`src/rtl/care_pkg.sv`:
```
// Shared types and constants for the pet-care operation scheduler.
package care_pkg;

    localparam int N_ACT  = 6;
    localparam int IDX_W  = 3;
    localparam int COOL_W = 8;
    localparam int TICK_W = 18;

    localparam logic [IDX_W-1:0] ACT_FEED   = 3'd0;
    localparam logic [IDX_W-1:0] ACT_PLAY   = 3'd1;
    localparam logic [IDX_W-1:0] ACT_HEAL   = 3'd2;
    localparam logic [IDX_W-1:0] ACT_CLEAN  = 3'd3;
    localparam logic [IDX_W-1:0] ACT_SLEEP  = 3'd4;
    localparam logic [IDX_W-1:0] ACT_SOCIAL = 3'd5;

    typedef enum logic [1:0] {
        IDLE  = 2'd0,
        ISSUE = 2'd1,
        COOL  = 2'd2
    } state_e;

    // Round-robin successor of an action index, wrapping after ACT_SOCIAL.
    function automatic logic [IDX_W-1:0] next_idx(input logic [IDX_W-1:0] idx);
        return (idx == IDX_W'(N_ACT - 1)) ? '0 : idx + 1'b1;
    endfunction

endpackage

```
`src/rtl/care_scheduler_rr_arbiter.sv`:
```
// rr_arbiter: combinational round-robin pick of the first request at or after ptr.
// Latency: none (pure combinational). Backpressure: none; caller decides when to use the grant.
module rr_arbiter
    import care_pkg::*;
(
    input  logic [N_ACT-1:0] req,
    input  logic [IDX_W-1:0] ptr,
    output logic [N_ACT-1:0] gnt_onehot,
    output logic [IDX_W-1:0] gnt_idx,
    output logic             gnt_any
);

    int k;

    always_comb begin
        gnt_onehot = '0;
        gnt_idx    = '0;
        k          = 0;
        // Walk from the farthest offset back to ptr so the nearest request wins.
        for (int i = N_ACT - 1; i >= 0; i--) begin
            k = (int'(ptr) + i) % N_ACT;
            if (req[k]) begin
                gnt_onehot = N_ACT'(1) << k;
                gnt_idx    = IDX_W'(k);
            end
        end
        gnt_any = |req;
    end

endmodule

```
`src/rtl/care_scheduler.sv`:
```
// care_scheduler: latches player requests, issues them round-robin with a cooldown; idle decay ops under CARE_SCHED_DECAY_EN.
// Latency: req at edge k -> act_valid after edge k+1 when IDLE; one operation in flight at a time.
// Backpressure: act_sel/act_decay held in ISSUE until act_ready; requests keep latching into pending meanwhile.
module care_scheduler
    import care_pkg::*;
#(
    parameter int TICK_PERIOD = 1000,
    parameter int COOLDOWN    = 16
) (
    input  logic             clk,
    input  logic             reset,
    input  logic [N_ACT-1:0] req,
    input  logic [7:0]       random,
    output logic             act_valid,
    input  logic             act_ready,
    output logic [IDX_W-1:0] act_sel,
    output logic             act_decay,
    output logic [N_ACT-1:0] pending,
    output logic             busy
);

    state_e              state_q, state_d;
    logic [N_ACT-1:0]    pend_q, pend_d;
    logic [N_ACT-1:0]    gnt_oh_q, gnt_oh_d;
    logic [IDX_W-1:0]    rr_ptr_q, rr_ptr_d;
    logic [IDX_W-1:0]    sel_q, sel_d;
    logic                decay_q, decay_d;
    logic [COOL_W-1:0]   cool_q, cool_d;

    logic [N_ACT-1:0]    arb_onehot;
    logic [IDX_W-1:0]    arb_idx;
    logic                arb_any;
    logic                issue_hs;
    logic [N_ACT-1:0]    clr_mask;
    logic                decay_go;
    logic [IDX_W-1:0]    decay_sel;

    rr_arbiter u_arb (
        .req        (pend_q),
        .ptr        (rr_ptr_q),
        .gnt_onehot (arb_onehot),
        .gnt_idx    (arb_idx),
        .gnt_any    (arb_any)
    );

    assign issue_hs = (state_q == ISSUE) && act_ready;

`ifdef CARE_SCHED_DECAY_EN
    logic [TICK_W-1:0] tick_q, tick_d;
    logic              decay_pend_q, decay_pend_d;
    logic              tick_term;
    logic              unused_random_hi;

    assign unused_random_hi = ^random[7:2];
    assign tick_term        = (tick_q == TICK_W'(TICK_PERIOD - 1));
    assign decay_go         = decay_pend_q;
    assign decay_sel        = {1'b0, random[1:0]};

    always_comb begin
        tick_d       = tick_term ? '0 : tick_q + 1'b1;
        decay_pend_d = decay_pend_q;
        if (issue_hs && decay_q) begin
            decay_pend_d = 1'b0;
        end
        // A tick only counts when the player is fully idle; otherwise it is dropped.
        if (tick_term && (pend_q == '0) && (req == '0)) begin
            decay_pend_d = 1'b1;
        end
    end

    always_ff @(posedge clk) begin
        if (reset) begin
            tick_q       <= '0;
            decay_pend_q <= 1'b0;
        end else begin
            tick_q       <= tick_d;
            decay_pend_q <= decay_pend_d;
        end
    end
`else
    localparam int unused_tick_period = TICK_PERIOD;
    logic unused_random;

    assign unused_random = ^random;
    assign decay_go      = 1'b0;
    assign decay_sel     = '0;
`endif

    always_comb begin
        state_d  = state_q;
        rr_ptr_d = rr_ptr_q;
        sel_d    = sel_q;
        gnt_oh_d = gnt_oh_q;
        decay_d  = decay_q;
        cool_d   = cool_q;
        clr_mask = '0;

        if (issue_hs && !decay_q) begin
            clr_mask = gnt_oh_q;
        end
        // A request arriving in the same cycle its bit is cleared stays pending.
        pend_d = (pend_q & ~clr_mask) | req;

        case (state_q)
            IDLE: begin
                if (arb_any) begin
                    sel_d    = arb_idx;
                    gnt_oh_d = arb_onehot;
                    decay_d  = 1'b0;
                    state_d  = ISSUE;
                end else if (decay_go) begin
                    sel_d    = decay_sel;
                    gnt_oh_d = '0;
                    decay_d  = 1'b1;
                    state_d  = ISSUE;
                end
            end
            ISSUE: begin
                if (act_ready) begin
                    if (decay_q) begin
                        state_d = IDLE;
                    end else begin
                        rr_ptr_d = next_idx(sel_q);
                        cool_d   = COOL_W'(COOLDOWN - 1);
                        state_d  = COOL;
                    end
                end
            end
            COOL: begin
                if (cool_q == '0) begin
                    state_d = IDLE;
                end else begin
                    cool_d = cool_q - 1'b1;
                end
            end
            default: state_d = IDLE;
        endcase
    end

    always_ff @(posedge clk) begin
        if (reset) begin
            state_q  <= IDLE;
            pend_q   <= '0;
            gnt_oh_q <= '0;
            rr_ptr_q <= '0;
            sel_q    <= '0;
            decay_q  <= 1'b0;
            cool_q   <= '0;
        end else begin
            state_q  <= state_d;
            pend_q   <= pend_d;
            gnt_oh_q <= gnt_oh_d;
            rr_ptr_q <= rr_ptr_d;
            sel_q    <= sel_d;
            decay_q  <= decay_d;
            cool_q   <= cool_d;
        end
    end

    assign act_valid = (state_q == ISSUE);
    assign act_sel   = sel_q;
    assign act_decay = decay_q;
    assign pending   = pend_q;
    assign busy      = (state_q != IDLE);

endmodule

```
`config.mk`:
```
export PLATFORM = sky130hd
export DESIGN_NAME = care_scheduler
export DESIGN_NICKNAME = d
export VERILOG_FILES = /design/src/rtl/care_pkg.sv /design/src/rtl/care_scheduler_rr_arbiter.sv /design/src/rtl/care_scheduler.sv
export SDC_FILE = /design/constraint.sdc
export NUM_CORES = 1
export LEC_CHECK = 0
export ABC_CLOCK_PERIOD_IN_PS = 3900
export BUFFER_PORTS_ARGS = -buffer_cell sky130_fd_sc_hd__buf_4
export CAP_MARGIN = 40
export CORE_ASPECT_RATIO = 0.6
export CORE_UTILIZATION = 62
export CTS_BUF_LIST = sky130_fd_sc_hd__clkbuf_4 sky130_fd_sc_hd__clkbuf_8
export DETAILED_ROUTE_END_ITERATION = 12
export PLACE_DENSITY = 0.84
export SETUP_SLACK_MARGIN = 0.2
export SYNTH_ARGS = -nofsm -noshare
export SYNTH_HDL_FRONTEND = slang
export SYNTH_SLANG_ARGS = --single-unit
```
`constraint.sdc`:
```
create_clock -name clk -period 3.9 [get_ports clk]
set_input_delay 0.78 -clock clk [delete_from_list [all_inputs] [get_ports clk]]
set_output_delay 0.78 -clock clk [all_outputs]
set_load 0.02 [all_outputs]
```
==> summary.txt <==
Run status
  • Status: finished clean

Synth
  • Area contributors post-synth: dfxtp_1, ha_1, nor2_1
  • Synth area leader: dfxtp_1
  • Ys Warns: 0
  • Syn avg cell area: 7.68 um2
  • Post-Synth XOR/XNOR Area: 4.68%
  • Complex-gate fraction of the synthesized area: 28.8%
  • Async SR Flop Fraction: 0%
  • Synth cell types: 80
  • Seq cells post-synth: 28
  • Syn Inst Count: 369
  • Synth Area in Simple Gates: 27.2%
  • Sequential fraction of the synthesis area: 19.8%
  • Dominant synthesized flop cell: dfxtp_1
  • Share of the synthesized area in the top cell type: 19.8%
  • Largest family of logic cells by synthesized area: compound AO/OA/AOI/OAI gates
  • Most common cell in the synthesized netlist: nor2_1
  • Synth Cell Area: 2840 um2
  • Synth Area in Adders: 9.71%
  • Mapped Nets: 408
  • Most frequent cells after synthesis: nor2_1, nand2_1, dfxtp_1
  • EDFF count, synth: 0
  • Post-synthesis mux area share: 3.71%

Final layout
  • Post-Route Utilization: 74.1%
  • Layout cells sized above 1: 18.4%
  • # fillers: 382
  • Nets: 426
  • Synth-to-layout area growth: 10.7%
  • Register area: 561 um2
  • Multi-input gate area: 2120 um2
  • Ant. Diodes: 0

Floorplanning
  • Die height: 54.4 um
  • Rows: 18
  • Starting density of the core: 67.0%
  • Die ar.: 4860 um2
  • Die width: 89.3 um
  • Core area: 4230 um2
  • IO Count: 29

Critical path
  • CP Max Fanout: 7
  • Cells on worst reg2reg path: 13
  • Worst Setup Start Kind: flip-flop
  • CP arrival: 3.73 ns
  • Worst Path Required: 4.13 ns
  • R2r setup slk: 0.40 ns
  • Worst R2R End: act_sel[0]
  • Crit. End Element: flip-flop
  • Worst r2r src: rr_ptr_q[2]
  • Crit Path Category: reg2reg

Global route
  • Total grt overflow: 0
  • Vias in the first global route: 2390
  • Largest net degree at the start of global routing: 32
  • First-pass GRT wire length: 11900 um
  • Initial antenna violation count: 0
  • Total track usage: 33.0%

STA
  • Worst rel slew slack: 52.4%
  • Slew @ Worst Pin: 0.712 ns
  • RSZ-0062 raised after global routing: false
  • Worst Skew: 0.00291 ns
  • Max Clock Freq: 286 MHz
  • Worst-case hold slack: 0.523 ns
  • Period utilisation layout: 89.7%
  • Final hold vios: 0
  • Minimum clock period: 3.50 ns
  • TNS Setup: 0 ns
  • Fin. max-slew vios: 0
  • Final setup violation count: 0

Detailed routing
  • Vias per cell: 6.51
  • Initial DRC count: 343
  • Via count: 2903
  • WL/cell: 17.4 um
  • DR DRC count: 0
  • First-pass DRT Iterations: 6
  • Post-DRT Antenna Nets: 0
  • Total wire length: 7750 um

Placement
  • Hpwl dp: 6010 um
  • Placer Congestion: 1.03
  • IO Port Bufs: 19

Power and ir drop
  • Leak Pwr: 1.21 nW
  • Power Density: 431 nW/um2
  • Peak supply drop: 262 uV
  • Pwr Total: 1.35 mW

Worst hold path
  • Hold Path Cell Cnt: 3
  • Hold endpoint: pending[0]
  • Hold path start: gnt_oh_q[0]
  • Worst min path class: reg2reg

CTS
  • Setup bufs post-CTS: 0
  • H-tree depth: 1
  • CTS clock-pin slew for the worst setup and hold paths: 0.10 ns
  • CTS Root Cell: clkbuf_8
  • CTS tree: yes
  • Clk Latency, worst-skew pair: 0.28 ns
  • Max Buffers Root-to-Sink: 2
  • Total CTS buffers: 3
  • CTS sink cnt: 28

Run
  • Number of max-cap violations: 0
[logic make-up (layout without fill, tap and decap cells)]
logic type                 Yosys count  count (layout)
AOI/OAI and AO/OA                  108             108
adders and majority gates           22              22
buffers and inverters               37              54
muxes                                9               9
and+or+nand+nor                    154             154
xor gates and xnor gates            10              10
other                                1               1
DFF                                 28              28
[layer usage]
layer | part of all wire [%] | GRT usage (%) | up-vias
met5 | 0 | 0 | -
met4 | 0.57 | 4.23 | 0
met3 | 12 | 12.7 | 9
met2 | 38 | 44.7 | 156
met1 | 49 | 49.5 | 1345
li1 | - | - | 1393
[flip-flops by register name, indices dropped and copies added (netlist names)]
| register | flops |
|---|---|
| act_sel | 3 |
| cool_q | 8 |
| gnt_oh_q | 6 |
| pending | 6 |
| rr_ptr_q | 3 |
| state_q | 2 |
[layout by cell type, fill, tap and decap left out, drive strengths merged, types with 4 or more instances in the layout]
| cell type | count |
|---|---|
| o31ai | 5 |
| inv | 17 |
| nor2 | 47 |
| o21ai | 15 |
| nor2b | 6 |
| buf | 33 |
| nand3 | 15 |
| nand2b | 6 |
| and2 | 4 |
| a211oi | 8 |
| a21oi | 28 |
| a31oi | 8 |
| a311oi | 5 |
| nand4 | 7 |
| nand3b | 4 |
| nor3 | 17 |
| ha | 22 |
| xor2 | 4 |
| mux2 | 6 |
| xnor2 | 6 |
| o211ai | 4 |
| nand2 | 34 |
| o22ai | 4 |
| dfxtp | 28 |
[worst max-delay path, stage by stage (launching register included)]
cell,delay (ns)
dfxtp_1,0.52
inv_1,0.11
ha_1,0.21
nand2_1,0.13
nand2_1,0.07
ha_1,0.30
nand2b_1,0.17
a221o_1,0.44
a211oi_2,0.29
o32ai_4,0.18
mux2i_1,0.37
a21oi_2,0.11
a2111oi_2,0.37
o31a_1,0.18
[repair_timing]
action	in CTS	in global routing
resized for setup	0	2
hold buffers	0	0
endpoints found under the setup margin	0	1
[area by class of cell]
cell class                 count  area share [%]
clock buffer                   3            1.32
multi-input combinational    304            67.6
tap                           60            2.39
clock inverter                 1           0.957
inverter                      17            2.03
timing repair buffer          33            7.89
sequential                    28            17.9
[where the power goes]
part	switching, mW	total, mW	internal [mW]
logic	0.463	0.753	0.290
registers	0.0413	0.366	0.325
clock network	0.0965	0.234	0.138
[worst max-delay path by stage]
stage | start | endpoint | slack [ns] | depth (start not counted)
after floorplan | rr_ptr_q[0] | gnt_oh_q[0] | 0.38 | 15
after global placement | rr_ptr_q[2] | act_sel[0] | 0.48 | 12
after detailed placement | rr_ptr_q[2] | act_sel[0] | 0.46 | 12
after CTS | rr_ptr_q[2] | act_sel[0] | 0.42 | 12
after global routing | rr_ptr_q[1] | gnt_oh_q[3] | 0.24 | 13
final | rr_ptr_q[2] | act_sel[0] | 0.40 | 13
[through the flow]
step	setup WS (ns)	cell area, um2	instances
final	0.400	3140	446
after global routing	0.238	3140	446
after CTS	0.418	3120	446
after detailed placement	0.457	3050	442
after global placement	0.484	3050	442
after floorplan	0.381	2840	369
Note: power is estimated with default switching activity, not from simulation.
